[src/rtl/encoder_fsm.sv]
// Transmit-side frame controller: feeds each input word through the external
// calc unit, buffers results in arrival order and emits them as gap-free bursts.
module encoder_fsm #(
    parameter int DATA_WIDTH  = 32,
    parameter int STACK_DEPTH = 16
) (
    input  logic                  clk,
    input  logic                  rst_n,
    input  logic                  start,
    input  logic                  in_valid,
    input  logic [DATA_WIDTH-1:0] in_data,
    input  logic                  in_last,
    output logic                  in_ready,
    output logic                  calc_start,
    output logic [DATA_WIDTH-1:0] calc_operand,
    input  logic                  calc_done,
    input  logic [DATA_WIDTH-1:0] calc_result,
    output logic                  out_valid,
    output logic [DATA_WIDTH-1:0] out_data,
    output logic                  done,
    output logic                  busy
);

    localparam int PTR_W = $clog2(STACK_DEPTH);
    localparam int CNT_W = PTR_W + 1;
    localparam logic [CNT_W-1:0] ONE_COUNT    = CNT_W'(1);
    localparam logic [CNT_W-1:0] FULL_COUNT   = CNT_W'(STACK_DEPTH);
    localparam logic [CNT_W-1:0] ALMOST_COUNT = FULL_COUNT - ONE_COUNT;

    typedef enum logic [2:0] {
        S_IDLE      = 3'd0,
        S_ACCEPT    = 3'd1,
        S_CALC      = 3'd2,
        S_WAIT_CALC = 3'd3,
        S_EMIT      = 3'd4,
        S_FINISH    = 3'd5
    } state_t;

    state_t                  state_reg;
    logic [PTR_W-1:0]        wr_ptr_reg;
    logic [PTR_W-1:0]        rd_ptr_reg;
    logic [PTR_W-1:0]        rd_ptr_inc;
    logic [CNT_W-1:0]        count_reg;
    logic                    last_seen_reg;
    logic                    in_ready_reg;
    logic                    calc_start_reg;
    logic [DATA_WIDTH-1:0]   calc_operand_reg;
    logic                    out_valid_reg;
    logic [DATA_WIDTH-1:0]   out_data_reg;
    logic                    done_reg;
    logic                    busy_reg;
    logic                    buf_we;

    logic [DATA_WIDTH-1:0]   buf_mem [STACK_DEPTH];

    assign rd_ptr_inc = rd_ptr_reg + PTR_W'(1);
    assign buf_we     = rst_n && (state_reg == S_WAIT_CALC) && calc_done;

    always_ff @(posedge clk) begin
        if (buf_we) begin
            buf_mem[wr_ptr_reg] <= calc_result;
        end
    end

    always_ff @(posedge clk) begin
        if (!rst_n) begin
            state_reg        <= S_IDLE;
            wr_ptr_reg       <= '0;
            rd_ptr_reg       <= '0;
            count_reg        <= '0;
            last_seen_reg    <= 1'b0;
            in_ready_reg     <= 1'b0;
            calc_start_reg   <= 1'b0;
            calc_operand_reg <= '0;
            out_valid_reg    <= 1'b0;
            out_data_reg     <= '0;
            done_reg         <= 1'b0;
            busy_reg         <= 1'b0;
        end else begin
            case (state_reg)
                S_IDLE: begin
                    last_seen_reg <= 1'b0;
                    count_reg     <= '0;
                    wr_ptr_reg    <= '0;
                    rd_ptr_reg    <= '0;
                    if (start) begin
                        state_reg    <= S_ACCEPT;
                        in_ready_reg <= 1'b1;
                        busy_reg     <= 1'b1;
                    end
                end

                // in_ready is always high here, so in_valid alone completes the handshake
                S_ACCEPT: begin
                    if (in_valid) begin
                        calc_operand_reg <= in_data;
                        last_seen_reg    <= in_last;
                        calc_start_reg   <= 1'b1;
                        in_ready_reg     <= 1'b0;
                        state_reg        <= S_CALC;
                    end
                end

                S_CALC: begin
                    calc_start_reg <= 1'b0;
                    state_reg      <= S_WAIT_CALC;
                end

                S_WAIT_CALC: begin
                    if (calc_done) begin
                        wr_ptr_reg <= wr_ptr_reg + PTR_W'(1);
                        count_reg  <= count_reg + ONE_COUNT;
                        if (last_seen_reg || (count_reg == ALMOST_COUNT)) begin
                            state_reg     <= S_EMIT;
                            out_valid_reg <= 1'b1;
                            // An empty buffer means the first word is the one being written now
                            out_data_reg  <= (count_reg == '0) ? calc_result : buf_mem[rd_ptr_reg];
                        end else begin
                            state_reg    <= S_ACCEPT;
                            in_ready_reg <= 1'b1;
                        end
                    end
                end

                S_EMIT: begin
                    rd_ptr_reg <= rd_ptr_inc;
                    count_reg  <= count_reg - ONE_COUNT;
                    if (count_reg == ONE_COUNT) begin
                        out_valid_reg <= 1'b0;
                        out_data_reg  <= '0;
                        if (last_seen_reg) begin
                            state_reg <= S_FINISH;
                            done_reg  <= 1'b1;
                        end else begin
                            // Full-buffer flush: the same frame continues with a new burst
                            state_reg    <= S_ACCEPT;
                            in_ready_reg <= 1'b1;
                        end
                    end else begin
                        out_data_reg <= buf_mem[rd_ptr_inc];
                    end
                end

                S_FINISH: begin
                    done_reg  <= 1'b0;
                    busy_reg  <= 1'b0;
                    state_reg <= S_IDLE;
                end

                default: begin
                    state_reg      <= S_IDLE;
                    in_ready_reg   <= 1'b0;
                    calc_start_reg <= 1'b0;
                    out_valid_reg  <= 1'b0;
                    out_data_reg   <= '0;
                    done_reg       <= 1'b0;
                    busy_reg       <= 1'b0;
                end
            endcase
        end
    end

    assign in_ready     = in_ready_reg;
    assign calc_start   = calc_start_reg;
    assign calc_operand = calc_operand_reg;
    assign out_valid    = out_valid_reg;
    assign out_data     = out_data_reg;
    assign done         = done_reg;
    assign busy         = busy_reg;

endmodule

[config.mk]
export PLATFORM = sky130hd
export DESIGN_NAME = encoder_fsm
export DESIGN_NICKNAME = d
export VERILOG_FILES = /design/src/rtl/encoder_fsm.sv
export SDC_FILE = /design/constraint.sdc
export NUM_CORES = 1
export LEC_CHECK = 0
export BUFFER_PORTS_ARGS = -buffer_cell sky130_fd_sc_hd__buf_2
export CAP_MARGIN = 20
export CORE_ASPECT_RATIO = 2
export CORE_MARGIN = 8
export CORE_UTILIZATION = 61
export DETAILED_ROUTE_END_ITERATION = 12
export GPL_ROUTABILITY_DRIVEN = 0
export GPL_TIMING_DRIVEN = 0
export PLACE_DENSITY = 0.79
export SLEW_MARGIN = 20
export SYNTH_ARGS = -nofsm -noshare
export SYNTH_HDL_FRONTEND = slang
export SYNTH_SLANG_ARGS = --single-unit
export TNS_END_PERCENT = 10
[constraint.sdc]
create_clock -name clk -period 4.86 [get_ports clk]
set_clock_uncertainty 0.05 [all_clocks]
set_input_delay 0.972 -clock clk [delete_from_list [all_inputs] [get_ports clk]]
set_output_delay 0.972 -clock clk [all_outputs]
set_load 0.005 [all_outputs]
==> impl_metrics.py <==
metrics = {
    "status": {
        "status": "completed",
    },
    "layout": {
        "multi_input_area_um2": 9420,
        "synthToLayoutAreaGrowth_pct": 15.0,
        "largest_reg_flops": 512,
        "final_nets": 1817,
        "nFillCells": 2601,
        "drive_above_1_share_pct": 33.2,
        "layout.area.seq_um2": 17200,
        "final_core_util_pct": 70.6,
    },
    "yosys": {
        "synth-edff-count": 512,
        "yosys_warnings": 0,
        "syn_area_per_cell_um2": 18.0,
        "syn_nets": 1580,
        "ys.flop_type": "edfxtp_1",
        "async_reset_ff_share_pct": 0,
        "mappedNetlistArea_um2": 27100,
        "yosysSeqAreaShare_pct": 63.5,
        "ys_seq_elements": 602,
        "synthCells": 1500,
        "synth_cell_types": 51,
    },
    "timing": {
        "rsz0062_at_grt": "false",
        "finalSetupViolations": 0,
        "fmax_mhz": 292,
        "hold_viol": 0,
        "period_minus_slack_ps": 3430,
        "slew-limit-headroom_pct": 20.2,
        "final_max_slew_viol_count": 0,
        "worst_pin_slew_ps": 1200,
        "final.period_utilization_pct": 70.5,
    },
    "cts": {
        "cts_inserted_buffers": 50,
        "cts_root_buffer": "clkbuf_16",
        "clk_latency_ps": 620,
        "cts_resized": 0,
        "clkTransAtPathRegs_ps": 70,
        "clock_path_buffers": 3,
        "cts_sinks": 602,
        "cts_hold_buf": 0,
        "cts_tree": "done",
        "postCtsSetupRepairBufs": 0,
        "cts_max_level": 2,
    },
    "job": {
        "cap_viol_max_count": 0,
    },
    "routing": {
        "wl_um": 86200,
        "wl_per_cell_um": 36.9,
        "drc": 0,
        "ant_nets": 0,
        "vias": 17700,
        "dr.pass1.iters": 5,
        "viasPerCell": 7.57,
        "drt-initial-drc-count": 2625,
    },
    "pwr": {
        "p_clk_share_pct": 42.9,
        "vdd_drop_max_v": 0.000338,
        "intPower_mw": 8.18,
        "total_power_mw": 10.3,
        "switchingPower_mw": 2.12,
        "leakagePower_nw": 10.3,
        "power_density_nw_per_um2": 331,
        "seqPwrFrac_pct": 54.6,
        "sw_frac_of_total_pct": 20.6,
        "combinationalPowerShare_pct": 2.5,
    },
    "setup_path": {
        "path_class": "reg2reg",
        "r2r_start": "state_reg[2]$_SDFFE_PN0P_",
        "critPathArrivalTime_ps": 3690,
        "end_kind": "flop",
        "cp-start-kind": "flop",
        "required_ps": 5120,
        "path_max_fanout": 10,
        "cp-startpoint": "state_reg[2]$_SDFFE_PN0P_",
    },
    "global_routing": {
        "grt_pass1_wl_um": 124000,
        "antenna_found_initial": 3,
        "grt_pass1_vias": 18800,
        "overflow": 0,
        "grt_max_degree": 19,
        "track_usage_pct": 33.8,
    },
    "floorplanning": {
        "fp.dieH_um": 314,
        "start_util_pct": 61.4,
        "die-area_um2": 51800,
        "num_rows": 109,
        "pin_count": 139,
        "die_w_um": 165,
        "core_region_area_um2": 44100,
    },
    "worst_hold_path": {
        "holdCritPathClass": "reg2reg",
        "hp-start": "calc_operand[1]$_SDFFE_PN0P_",
    },
    "place": {
        "port_buffers": 137,
        "dpl.hpwl_um": 57000,
    },
}
layout by cell type (no fill, tap or decap), drive strengths merged, types with 8 or more instances in the layout:
cell	n
bufinv	8
clkbuf	137
nor2b	36
a21boi	35
nor2	27
o21ai	41
mux2i	66
dfxtp	90
a221oi	62
edfxtp	512
inv	11
o22a	31
clkinv	15
ha	10
a31oi	34
mux4	256
a21oi	11
nand2	88
buf	233
power groups by stage:
stage	clock (mW)	sequential [mW]	combinational, mW
floorplan	0	5.74	0.100
global route	4.57	5.63	0.276
detailed placement	0	5.74	0.248
finish	4.42	5.63	0.253
global placement	0	5.74	0.235
CTS	4.38	5.63	0.249
cells in the mapped netlist (all sizes together), types with 2 or more instances:
cell type | n | area share (%)
nand2b | 6 | 0.14
a221oi | 62 | 2.0
mux4 | 256 | 21
clkbuf | 71 | 0.99
nor3 | 7 | 0.13
o221ai | 2 | 0.065
nor4b | 3 | 0.14
xor2 | 3 | 0.097
nor3b | 4 | 0.11
inv | 10 | 0.14
a31oi | 34 | 0.79
and3b | 2 | 0.065
mux2i | 66 | 2.4
o211ai | 2 | 0.055
nand2 | 88 | 1.2
and2 | 2 | 0.046
o22ai | 2 | 0.046
ha | 10 | 0.46
nand3 | 7 | 0.13
xnor2 | 2 | 0.065
o21ai | 41 | 0.76
or3 | 2 | 0.046
a21oi | 11 | 0.20
mux2 | 2 | 0.083
nor2 | 27 | 0.37
and3 | 2 | 0.046
edfxtp | 512 | 57
a21boi | 35 | 0.97
o21a | 2 | 0.055
buf | 48 | 0.99
o22a | 31 | 1.0
o211a | 3 | 0.11
dfxtp | 90 | 6.7
nand3b | 2 | 0.055
o221a | 2 | 0.083
a22oi | 5 | 0.14
nor2b | 36 | 0.83
per-stage QoR:
stage / hold slack (ps) / area [µm²] / instances / TNS (ps) / setup slack, ps
after floorplan: 410 / 27100 / 1500 / 0 / 617
after global placement: 398 / 28400 / 2192 / -655540 / -2910
after detailed placement: 405 / 29300 / 2239 / 0 / 1130
after CTS: 414 / 31100 / 2333 / 0 / 1490
after global routing: 429 / 31100 / 2335 / 0 / 1340
final: 410 / 31100 / 2337 / 0 / 1430
final timing paths:
kind         slack, ps                            to  cells after the start
min reg2reg        410  calc_operand[1]$_SDFFE_PN0P_                      2
max               1430      buf_mem[2][13]$_DFFE_PP_                     11
min                410  calc_operand[1]$_SDFFE_PN0P_                      2
max reg2reg       1430      buf_mem[2][13]$_DFFE_PP_                     11
critical path, cell delays in order (launching register included):
cell	delay, ps
dfxtp_1	310
buf_2	170
and3b_1	250
buf_2	250
and3_1	270
nand2_1	240
nor3_2	580
buf_4	280
buf_4	190
buf_6	170
buf_6	150
buf_4	220
cells by family (layout without fill, tap and decap cells):
| family | count (synthesis) | after routing | synth area share, % |
|---|---|---|---|
| other | 0 | 3 | 0 |
| adders and majority gates | 10 | 10 | 0.462 |
| and+or+nand+nor | 193 | 193 | 3.48 |
| xor gates and xnor gates | 5 | 5 | 0.162 |
| DFF | 602 | 602 | 63.5 |
| AOI/OAI and AO/OA | 237 | 237 | 6.45 |
| muxes | 324 | 324 | 23.8 |
| buffers and inverters | 129 | 408 | 2.11 |
layer usage:
metal  wire, µm  GRT usage [%]  part of all wire, %  vias to the layer above
li1           -              -                    -                     6794
met1      24700           36.8                   29                     8698
met2      43500           56.5                   51                     1623
met3      10100           7.22                   12                      578
met4       7860           26.2                  9.1                        0
met5          0              0                    0                        -
layout make-up:
class                   count  share of cell area, %
diodes                      3                 0.0241
plain buffers             119                   1.72
clock buffers              66                   4.56
clock inverters            28                   1.14
inverters                  10                  0.121
multi-input cells         769                   30.3
flip-flops and latches    602                   55.2
well taps                 555                   2.23
repair buffers            185                   4.69
Note: power is estimated with default switching activity, not from simulation.
